==> config.mk <==
export PLATFORM = sky130hd
export DESIGN_NAME = posit_extract_pipe
export DESIGN_NICKNAME = d
export VERILOG_FILES = /design/src/rtl/posit_defines_p.sv /design/src/rtl/posit_lzc.sv /design/src/rtl/posit_extract_pipe.sv
export SDC_FILE = /design/constraint.sdc
export NUM_CORES = 1
export LEC_CHECK = 0
export ABC_AREA = 1
export CAP_MARGIN = 0
export CORE_MARGIN = 2
export CORE_UTILIZATION = 40
export CTS_BUF_LIST = sky130_fd_sc_hd__clkbuf_4 sky130_fd_sc_hd__clkbuf_8
export CTS_CLUSTER_DIAMETER = 80
export DETAILED_ROUTE_END_ITERATION = 7
export PLACE_DENSITY = 0.6
export SLEW_MARGIN = 30
export SYNTH_ARGS = -nofsm -noshare
export SYNTH_HDL_FRONTEND = slang
export SYNTH_SLANG_ARGS = --single-unit
==> constraint.sdc <==
create_clock -name clk -period 5.35 [get_ports clk]
set_input_delay 1.605 -clock clk [delete_from_list [all_inputs] [get_ports clk]]
set_output_delay 1.605 -clock clk [all_outputs]
set_load 0.02 [all_outputs]
==> src/rtl/posit_defines_p.sv <==
// Shared posit definitions: derived field widths, NaR encoding and the
// decoded-value layout used by the decode, add, multiply and accumulate paths.
package posit_defines_p;

   // Fraction width once sign, the shortest regime (2 bits) and ES are removed.
   function automatic int fbits_f(input int nbits, input int es);
      return nbits - 3 - es;
   endfunction

   // Signed scale width: covers +/-(nbits-2)*2^es plus the exponent.
   function automatic int sbits_f(input int nbits, input int es);
      return $clog2((nbits - 2) << es) + 1;
   endfunction

   // NaR is a one followed by nbits-1 zeros.
   function automatic logic [63:0] nar_f(input int nbits);
      return 64'd1 << (nbits - 1);
   endfunction

   localparam int FBITS32 = fbits_f(32, 2);
   localparam int SBITS32 = sbits_f(32, 2);

   // Decoded value for the standard 32-bit, ES=2 format. Other widths build the
   // same layout locally from fbits_f/sbits_f.
   typedef struct packed {
      logic                      sgn;
      logic signed [SBITS32-1:0] scale;
      logic [FBITS32-1:0]        fraction;
      logic                      inf;
      logic                      zero;
   } posit32_value_t;

endpackage

==> src/rtl/posit_lzc.sv <==
// Leading-run counter: length of the run of bits equal to the MSB, and a flag
// when the whole word is one run.
module posit_lzc #(
   parameter int W  = 31,
   parameter int CW = $clog2(W + 1)
) (
   input  logic [W-1:0]  bits,
   output logic [CW-1:0] count,
   output logic          all_same
);

   logic found;

   // Scan downward from just below the MSB; the first differing bit ends the run.
   always_comb begin
      count    = CW'(W);
      all_same = 1'b1;
      found    = 1'b0;
      for (int i = W - 2; i >= 0; i--) begin
         if (!found && (bits[i] != bits[W-1])) begin
            count    = CW'(W - 1 - i);
            all_same = 1'b0;
            found    = 1'b1;
         end
      end
   end

endmodule

==> src/rtl/posit_extract_pipe.sv <==
// Three-stage posit decoder with valid/ready on both sides and a tag that
// travels with each operand: S1 classifies, S2 decodes the regime, S3 splits
// exponent and fraction and forms the scale.
module posit_extract_pipe
   import posit_defines_p::*;
#(
   parameter int NBITS = 32,
   parameter int ES    = 2,
   parameter int TAG_W = 8
) (
   input  logic                            clk,
   input  logic                            reset,
   input  logic                            in_valid,
   output logic                            in_ready,
   input  logic [NBITS-1:0]                in_posit,
   input  logic [TAG_W-1:0]                in_tag,
   output logic                            out_valid,
   input  logic                            out_ready,
   output logic                            out_sgn,
   output logic [sbits_f(NBITS, ES)-1:0]   out_scale,
   output logic [fbits_f(NBITS, ES)-1:0]   out_fraction,
   output logic                            out_inf,
   output logic                            out_zero,
   output logic [TAG_W-1:0]                out_tag
);

   localparam int FBITS = fbits_f(NBITS, ES);
   localparam int SBITS = sbits_f(NBITS, ES);
   localparam int BW    = NBITS - 1;          // body width (sign removed)
   localparam int MW    = $clog2(BW + 1);     // run length width
   localparam int KW    = MW + 1;             // signed regime value width
   localparam int RW    = NBITS - 3;          // exponent + fraction bits kept after the regime
   localparam int EW    = (ES > 0) ? ES : 1;
   localparam logic [NBITS-1:0] NAR = NBITS'(nar_f(NBITS));

   typedef struct packed {
      logic             sgn;
      logic [SBITS-1:0] scale;
      logic [FBITS-1:0] fraction;
      logic             inf;
      logic             zero;
   } value_t;

   // Stage registers
   logic                 s1_valid_reg, s1_sgn_reg, s1_zero_reg, s1_inf_reg;
   logic [BW-1:0]        s1_body_reg;
   logic [TAG_W-1:0]     s1_tag_reg;

   logic                 s2_valid_reg, s2_sgn_reg, s2_zero_reg, s2_inf_reg;
   logic signed [KW-1:0] s2_k_reg;
   logic [RW-1:0]        s2_rest_reg;
   logic [TAG_W-1:0]     s2_tag_reg;

   logic                 s3_valid_reg;
   value_t               s3_val_reg;
   logic [TAG_W-1:0]     s3_tag_reg;

   // Stage advance controls, chained back from the output
   logic s1_load, s2_load, s3_load;

   assign s3_load  = !s3_valid_reg | out_ready;
   assign s2_load  = !s2_valid_reg | s3_load;
   assign s1_load  = !s1_valid_reg | s2_load;
   assign in_ready = s1_load;

   // S1 combinational: magnitude body with the sign bit dropped
   logic [BW-1:0] body_next;
   assign body_next = BW'(in_posit[NBITS-1] ? (~in_posit + 1'b1) : in_posit);

   // S2 combinational: regime run length, k, and the bits after the terminator
   logic [MW-1:0]        run_len;
   logic                 run_all;
   logic [KW-1:0]        shamt;
   logic signed [KW-1:0] k_next;
   logic [RW-1:0]        rest_next;

   posit_lzc #(.W(BW), .CW(MW)) u_lzc (
      .bits     (s1_body_reg),
      .count    (run_len),
      .all_same (run_all)
   );

   assign shamt     = {1'b0, run_len} + KW'(1);
   assign k_next    = s1_body_reg[BW-1] ? (KW'(run_len) - KW'(1)) : (KW'(0) - KW'(run_len));
   // Shifting by run+1 drops the run and terminator; the low two bits are
   // always vacated, so only RW bits are carried forward.
   assign rest_next = run_all ? '0 : RW'((s1_body_reg << shamt) >> 2);

   // S3 combinational: exponent, fraction, scale and special-value forcing
   logic [EW-1:0] e_val;
   value_t        s3_val_next;

   if (ES > 0) begin : g_exp
      assign e_val = s2_rest_reg[RW-1 -: EW];
   end else begin : g_no_exp
      assign e_val = '0;
   end

   // Zero and NaR carry no magnitude, so their fields are cleared.
   always_comb begin
      s3_val_next          = '0;
      s3_val_next.inf      = s2_inf_reg;
      s3_val_next.zero     = s2_zero_reg;
      if (!(s2_zero_reg | s2_inf_reg)) begin
         s3_val_next.sgn      = s2_sgn_reg;
         s3_val_next.scale    = SBITS'((32'(s2_k_reg) <<< ES) + 32'(e_val));
         s3_val_next.fraction = s2_rest_reg[FBITS-1:0];
      end
   end

   // S1 register: capture and classify the accepted operand
   always_ff @(posedge clk or posedge reset) begin
      if (reset) begin
         s1_valid_reg <= 1'b0;
         s1_sgn_reg   <= 1'b0;
         s1_zero_reg  <= 1'b0;
         s1_inf_reg   <= 1'b0;
         s1_body_reg  <= '0;
         s1_tag_reg   <= '0;
      end else if (s1_load) begin
         s1_valid_reg <= in_valid;
         if (in_valid) begin
            s1_sgn_reg  <= in_posit[NBITS-1];
            s1_zero_reg <= (in_posit == '0);
            s1_inf_reg  <= (in_posit == NAR);
            s1_body_reg <= body_next;
            s1_tag_reg  <= in_tag;
         end
      end
   end

   // S2 register: regime value and remaining bits
   always_ff @(posedge clk or posedge reset) begin
      if (reset) begin
         s2_valid_reg <= 1'b0;
         s2_sgn_reg   <= 1'b0;
         s2_zero_reg  <= 1'b0;
         s2_inf_reg   <= 1'b0;
         s2_k_reg     <= '0;
         s2_rest_reg  <= '0;
         s2_tag_reg   <= '0;
      end else if (s2_load) begin
         s2_valid_reg <= s1_valid_reg;
         if (s1_valid_reg) begin
            s2_sgn_reg  <= s1_sgn_reg;
            s2_zero_reg <= s1_zero_reg;
            s2_inf_reg  <= s1_inf_reg;
            s2_k_reg    <= k_next;
            s2_rest_reg <= rest_next;
            s2_tag_reg  <= s1_tag_reg;
         end
      end
   end

   // S3 register: final decoded value, held while the consumer stalls
   always_ff @(posedge clk or posedge reset) begin
      if (reset) begin
         s3_valid_reg <= 1'b0;
         s3_val_reg   <= '0;
         s3_tag_reg   <= '0;
      end else if (s3_load) begin
         s3_valid_reg <= s2_valid_reg;
         if (s2_valid_reg) begin
            s3_val_reg <= s3_val_next;
            s3_tag_reg <= s2_tag_reg;
         end
      end
   end

   assign out_valid    = s3_valid_reg;
   assign out_sgn      = s3_val_reg.sgn;
   assign out_scale    = s3_val_reg.scale;
   assign out_fraction = s3_val_reg.fraction;
   assign out_inf      = s3_val_reg.inf;
   assign out_zero     = s3_val_reg.zero;
   assign out_tag      = s3_tag_reg;

endmodule

After elaboration in Yosys (flattened, before gate mapping)
Cells that the tools add are included.

cells by class
  $add $sub $neg = 5
  bitwise logic cells = 5
  equality and inequality tests = 31
  reduce and logical (&&, ||, !) cells = 65
  multiplexer cells = 93
  shift-type cells = 1

operators by type and width
  operator                                                             number
  5-bit two-way mux                                                    30
  1-bit two-way mux                                                    59
  36-bit two-way mux                                                   1
  32-bit equality test (second input constant)                         1
  1-bit logical NOT                                                    32
  32-bit logical NOT                                                   1
  31-bit by 1-bit adder with 31-bit output (second input constant)     1
  31-bit two-way mux                                                   1
  31-bit inverter                                                      1
  31-bit by 6-bit << shifter with 31-bit output                        1
  1-bit inequality test                                                30
  1-bit logical AND                                                    29
  29-bit two-way mux                                                   1
  8-bit by 3-bit adder with 8-bit output                               1
  5-bit by 1-bit adder with 6-bit output (second input constant)       1
  6-bit two-way mux                                                    1
  2-bit AND reduction                                                  3
  1-bit by 5-bit subtractor with 6-bit output (first input constant)   1
  5-bit by 1-bit subtractor with 6-bit output (second input constant)  1
  1-bit OR                                                             4

word-level totals
  word-level logic and storage cells = 220
  output and inout port bits = 48
  register bits after elaboration = 137

Longest topological paths before layout
  word-level depth = 92
  mapped depth = 30

By module
From an unflattened synthesis, not the netlist that was laid out.

second synthesis, totals
  cells, all modules = 1204
  area, all modules = 8645.8 um2

by module, submodules not included
  module              sequential area each (um2)  times used  area each (um2)  cells an instance
  posit_extract_pipe  3428.3                      1           7851.3           1063
  posit_lzc           0.0                         1           794.5            141

Least setup slack after synthesis
OpenSTA, ideal clock, no wires.

  path type = input to register
  from = input port in_posit[0]
  to = register s1_body_reg[30]
  stages = 22
  buffers on the path = 0
  arrival time = 4099 ps
  data required time = 5215 ps
  setup time = 135 ps
  path slack = 1116 ps
  cell sequence = inv_1 -> ha_1 -> inv_1 -> nor3_1 -> nand2_1 -> nor3_1 -> nand2_1 -> nor3_1 -> inv_1 -> nor3_1 -> inv_1 -> nor3_1 -> nand2_1 -> nor3_1 -> inv_1 -> nor3_1 -> nand2_1 -> nor3_1 -> nand2_1 -> o21ai_0 -> xor2_1 -> o21ai_0

on the way
  cells in the longest elaborated chain, start to end = 3

RTL lines
  item                                      line                       source
  start: declaration                        posit_extract_pipe.sv:15   input logic [NBITS-1:0] in_posit,
  31-bit inverter                           posit_extract_pipe.sv:68   assign body_next = BW'(in_posit[NBITS-1] ? (~in_posit + 1'b1) : in_posit);
  31-bit by 1-bit adder with 31-bit output  posit_extract_pipe.sv:68
  31-bit two-way mux                        posit_extract_pipe.sv:68
  end signal: assignment                    posit_extract_pipe.sv:126  s1_body_reg <= body_next;
  end: declaration                          posit_extract_pipe.sv:46   logic [BW-1:0] s1_body_reg;

No other way between the ends.
A chain may end at the register's enable or synchronous reset.

Worst setup path after layout
  from = register s1_body_reg[30]
  to = register s2_rest_reg[26]

on the way
  cells in the longest elaborated chain, start to end = 92
  elaborated cells on any way between the ends = 180
  classes of those cells = 1 x add/sub; 30 x eq/ne; 1 x shift; 90 x mux; 58 x reduce/logical

RTL lines
  item                                           line                       source
  1-bit inequality test                          posit_lzc.sv:20            if (!found && (bits[i] != bits[W-1])) begin
  1-bit two-way mux                              posit_lzc.sv:20
  1-bit logical NOT                              posit_lzc.sv:20
  1-bit logical AND                              posit_lzc.sv:20
  1-bit two-way mux                              posit_lzc.sv:20
  1-bit logical NOT                              posit_lzc.sv:20
  1-bit logical AND                              posit_lzc.sv:20
  1-bit two-way mux                              posit_lzc.sv:20
  (+76 left out)                                 --
  1-bit logical AND                              posit_lzc.sv:20
  1-bit two-way mux                              posit_lzc.sv:20
  1-bit logical NOT                              posit_lzc.sv:20
  1-bit logical AND                              posit_lzc.sv:20
  5-bit two-way mux                              posit_lzc.sv:20
  5-bit by 1-bit adder with 6-bit output         posit_extract_pipe.sv:83   assign shamt = {1'b0, run_len} + KW'(1);
  31-bit by 6-bit << shifter with 31-bit output  posit_extract_pipe.sv:87   assign rest_next = run_all ? '0 : RW'((s1_body_reg << shamt) >> 2);
  29-bit two-way mux (*)                         posit_extract_pipe.sv:87
  end signal: assignment                         posit_extract_pipe.sv:149  s2_rest_reg <= rest_next;
  end: declaration                               posit_extract_pipe.sv:51   logic [RW-1:0] s2_rest_reg;

Every way passes the cells marked *; elsewhere a longest branch is shown, timed or not.

==> impl_metrics.csv <==
group,metric,value,unit
placement,dpl_cell_area,9500,µm²
placement,dpl.cell_count,1484,
floorplan,chipHeight,149.2,µm
routing,post_drt_wl_per_cell,13.85,µm
setup_path,start_kind,"flip-flop",
grt,antenna_found_initial,0,
sta,finalSetupViolCount,0,
placement,pre_cts_ws,0.1695,ns
sta,hold_viol_final,0,
floorplan,die_w,149.2,µm
clock_network,clk_latency,0.47,ns
routing,ant_nets,0,
layout,fin_cells,1516,
layout,n_fill_cell,2210,
placement,place.port_buffers,91,
sta,fmax,209.9,MHz
clock_network,cts.path.max_buffers,2,
yosys,syn-num-nets,1207,
yosys,yosysSeqAreaShare,40.66,%
setup_path,critPathKind,"flip-flop to flip-flop",
pwr,p_leak,4.747,nW
clock_network,clk_pin_slew,0.09,ns
yosys,async_reset_ff_share,100.0,%
layout,fin_nets,1275,
sta,setup_tns,0,ns
clock_network,cts_made_buffers,17,
grt,grtUsageTotal,19.86,%
grt,grt_overflow,0,
yosys,synth_top_area_share,40.66,%
grt,grt_max_degree,83,
run,drv_cap,0,
setup_path,cp_max_fo,24,
routing,avgViaCountPerCell,4.997,
sta,min_period_over_period,89.06,%
sta,rsz0062_at_grt,"false",
floorplan,ios,92,
clock_network,cts_setup_buffers,0,
min_path,hp-class,"flip-flop to flip-flop",
clock_network,cts_tree,"done",
yosys,yosysWarningCount,0,
setup_path,ff2ff_path_depth,26,
routing,vias,7576,
min_path,whs_path_depth,2,
floorplan,row_count,53,
yosys,syn_inst,1160,
setup_path,crit_required,5.69,ns
sta,worst_pin_slew,0.7003,ns
layout,largest_reg_flops,31,
clock_network,ctsHoldBuffers,0,
sta,setup_ws,0.5852,ns
sta,fin_crit,4.765,ns
routing,drt_iter0_drc,550,
layout,syn_to_final_growth,17.50,%
floorplan,fp.coreArea,20820,µm²
yosys,synth_cell_type_count,45,
yosys,syn-cell-area,8431,µm²
min_path,hold_start,"s2_tag_reg[7]$_DFFE_PP0P_",
pwr,pwr_density_cell,578.1,nW/µm²
floorplan,die_area,22250,µm²
placement,dp_hpwl,15530,µm
layout,drive_gt1_share,8.219,%
yosys,yosysTopAreaCell,"dfrtp_1",
setup_path,crit-reg2reg-launch,"s1_body_reg[30]$_DFFE_PP0P_",
floorplan,initial_core_util,40.49,%
sta,timing.hold.ws,0.4617,ns
yosys,synth_area_per_cell,7.268,µm²
yosys,synth_ff_type,"dfrtp_1",
setup_path,r2r-end,"s2_rest_reg[26]$_DFFE_PP0P_",
min_path,holdPathEnd,"out_tag[7]$_DFFE_PP0P_",
sta,report.final.slew_viol_count,0,
clock_network,cts_root_buffer,"clkbuf_8",
setup_path,crit_arrival,5.11,ns
placement,place_congestion,0.9318,
layout,antenna_cells,0,
sta,clock_skew,0.02001,ns
setup_path,end_kind,"flip-flop",
grt,first_global_vias,6900,
pwr,vdd_drop_max,0.0002240,V
grt,grt_pass1_wl,35290,µm
routing,route.detailed.drc,0,
run_status,status,"complete, no violations",
yosys,ys_seq_elements,137,
layout,stdcell_area,9906,µm²
routing,dr.pass1.iters,5,
clock_network,htree_levels,4,
yosys,synth_edf_count,0,
sta,slew_headroom,53.17,%
routing,wirelength,20990,µm
yosys,synth_area_leaders,"dfrtp_1 41%, nand2_1 18%, nand3_1 11%",
setup_path,r2r_slack,0.59,ns
clock_network,cts.sinks,137,
[metal layers]
metal  routed length (µm)  track usage, %
met5                    0               0
met4                  337           5.381
met2                 9047           29.35
met1                10440           29.46
met3                 1164           4.159
[metrics by stage]
stage / total power (W) / util (%)
final: 0.005727 / 47.57
after global routing: 0.006275 / 47.57
after CTS: 0.005742 / 47.56
after detailed placement: 0.004836 / 45.63
after global placement: 0.004821 / 45.63
after floorplan: 0.003927 / -
[cell type report]
class	instances	area [µm²]	area share, %
sequential	137	3430	34.62
tap	275	344.1	3.474
multi-input combinational	879	4348	43.89
clock buffer	18	241.5	2.438
clock inverter	14	161.4	1.629
inverter	84	322.8	3.259
timing repair buffer	109	1059	10.69
[cells in the final DEF, fill, tap and decap left out, types with 2 or more instances in the layout]
cell / Yosys / final
nand2_1: 394 / 393
nand3_1: 179 / 179
dfrtp_1: 137 / 136
o21ai_0: 93 / 93
clkdlybuf4s50_1: 0 / 91
inv_1: 74 / 73
nor2_1: 43 / 41
xor2_1: 32 / 32
xnor2_1: 30 / 30
clkbuf_8: 0 / 17
buf_4: 14 / 17
nor3_1: 16 / 16
a21oi_1: 12 / 12
nor2_2: 9 / 11
nand4_1: 11 / 11
o21ai_1: 9 / 9
nand3_2: 8 / 8
nand2_2: 6 / 7
inv_2: 7 / 6
nand2_4: 4 / 4
clkinvlp_4: 0 / 4
inv_6: 0 / 4
or2_2: 3 / 3
nor4_1: 3 / 3
nand4_2: 3 / 3
nand3b_1: 3 / 3
inv_4: 1 / 3
ha_1: 3 / 3
clkinv_1: 2 / 2
nor2_4: 2 / 2
a2111oi_0: 2 / 2
bufinv_16: 0 / 2
inv_8: 0 / 2
[where the power goes]
| group | internal (W) | switching, W |
|---|---|---|
| combinational | 0.00115 | 0.00205 |
| sequential | 0.00140 | 0.000237 |
| clock | 0.000430 | 0.000464 |
| total | 0.00298 | 0.00275 |
[synthesized netlist by cell type, types with 2 or more instances]
master       n
nor4_1       3
nand2_4      4
clkbuf_1    24
or2_2        3
nand3_1    179
buf_6        7
nand2_2      6
dfrtp_1    137
nor3_1      16
buf_2       11
buf_4       14
a2111oi_0    2
o21ai_1      9
nand2_1    394
nand4_2      3
clkinv_1     2
nor2_2       9
xor2_1      32
nor2_4       2
nand4_1     11
inv_1       74
inv_2        7
buf_1        4
a21oi_1     12
o21ai_0     93
nand3b_1     3
nand3_2      8
xnor2_1     30
nor2_1      43
ha_1         3
[critical path, stage by stage, from the launching register on]
cell and delay (ns):
dfrtp_2 0.61, buf_4 0.42, xnor2_1 0.22, inv_1 0.11, nor2_2 0.16, nand4_1 0.16
nor2_2 0.16, nand4_2 0.14, nor2_2 0.15, nand4_1 0.15, nor2_2 0.15, nand4_1 0.17
nor2_2 0.15, nand4_1 0.10, nor2_1 0.14, nor2_2 0.07, nand2_4 0.08, inv_4 0.07
ha_1 0.23, or2_1 0.24, nand2_2 0.22, buf_4 0.23, nand3_1 0.14, nand2_1 0.08
nand2_1 0.06, nand3_1 0.14, nand3_1 0.08
[worst max path at each step]
stage | cells after the start | from | slack (ns) | endpoint
after floorplan | 1 | reset | 0.08 | out_fraction[0]$_DFFE_PP0P_
after global placement | 24 | in_posit[1] | 0.16 | s1_body_reg[30]$_DFFE_PP0P_
after detailed placement | 24 | in_posit[1] | 0.17 | s1_body_reg[30]$_DFFE_PP0P_
after CTS | 28 | s1_body_reg[30]$_DFFE_PP0P_ | 0.51 | s2_rest_reg[27]$_DFFE_PP0P_
after global routing | 29 | s1_body_reg[30]$_DFFE_PP0P_ | 0.02 | s2_rest_reg[16]$_DFFE_PP0P_
final | 26 | s1_body_reg[30]$_DFFE_PP0P_ | 0.59 | s2_rest_reg[26]$_DFFE_PP0P_
[what timing repair did]
action / 4_1_cts / 5_1_grt
hold endpoints to repair: 0 / 0
resized for setup: 0 / 2
endpoints found under the setup margin: 0 / 12
[cells by family after synthesis]
logic type / count (synthesis) / synth area share, %
simple gates: 688 / 36.36
flops: 137 / 40.66
xor+xnor: 64 / 6.961
compound gates: 124 / 7.718
fa+ha+maj: 3 / 0.4453
buf+inv: 144 / 7.851
(Power assumes the default switching activity.)
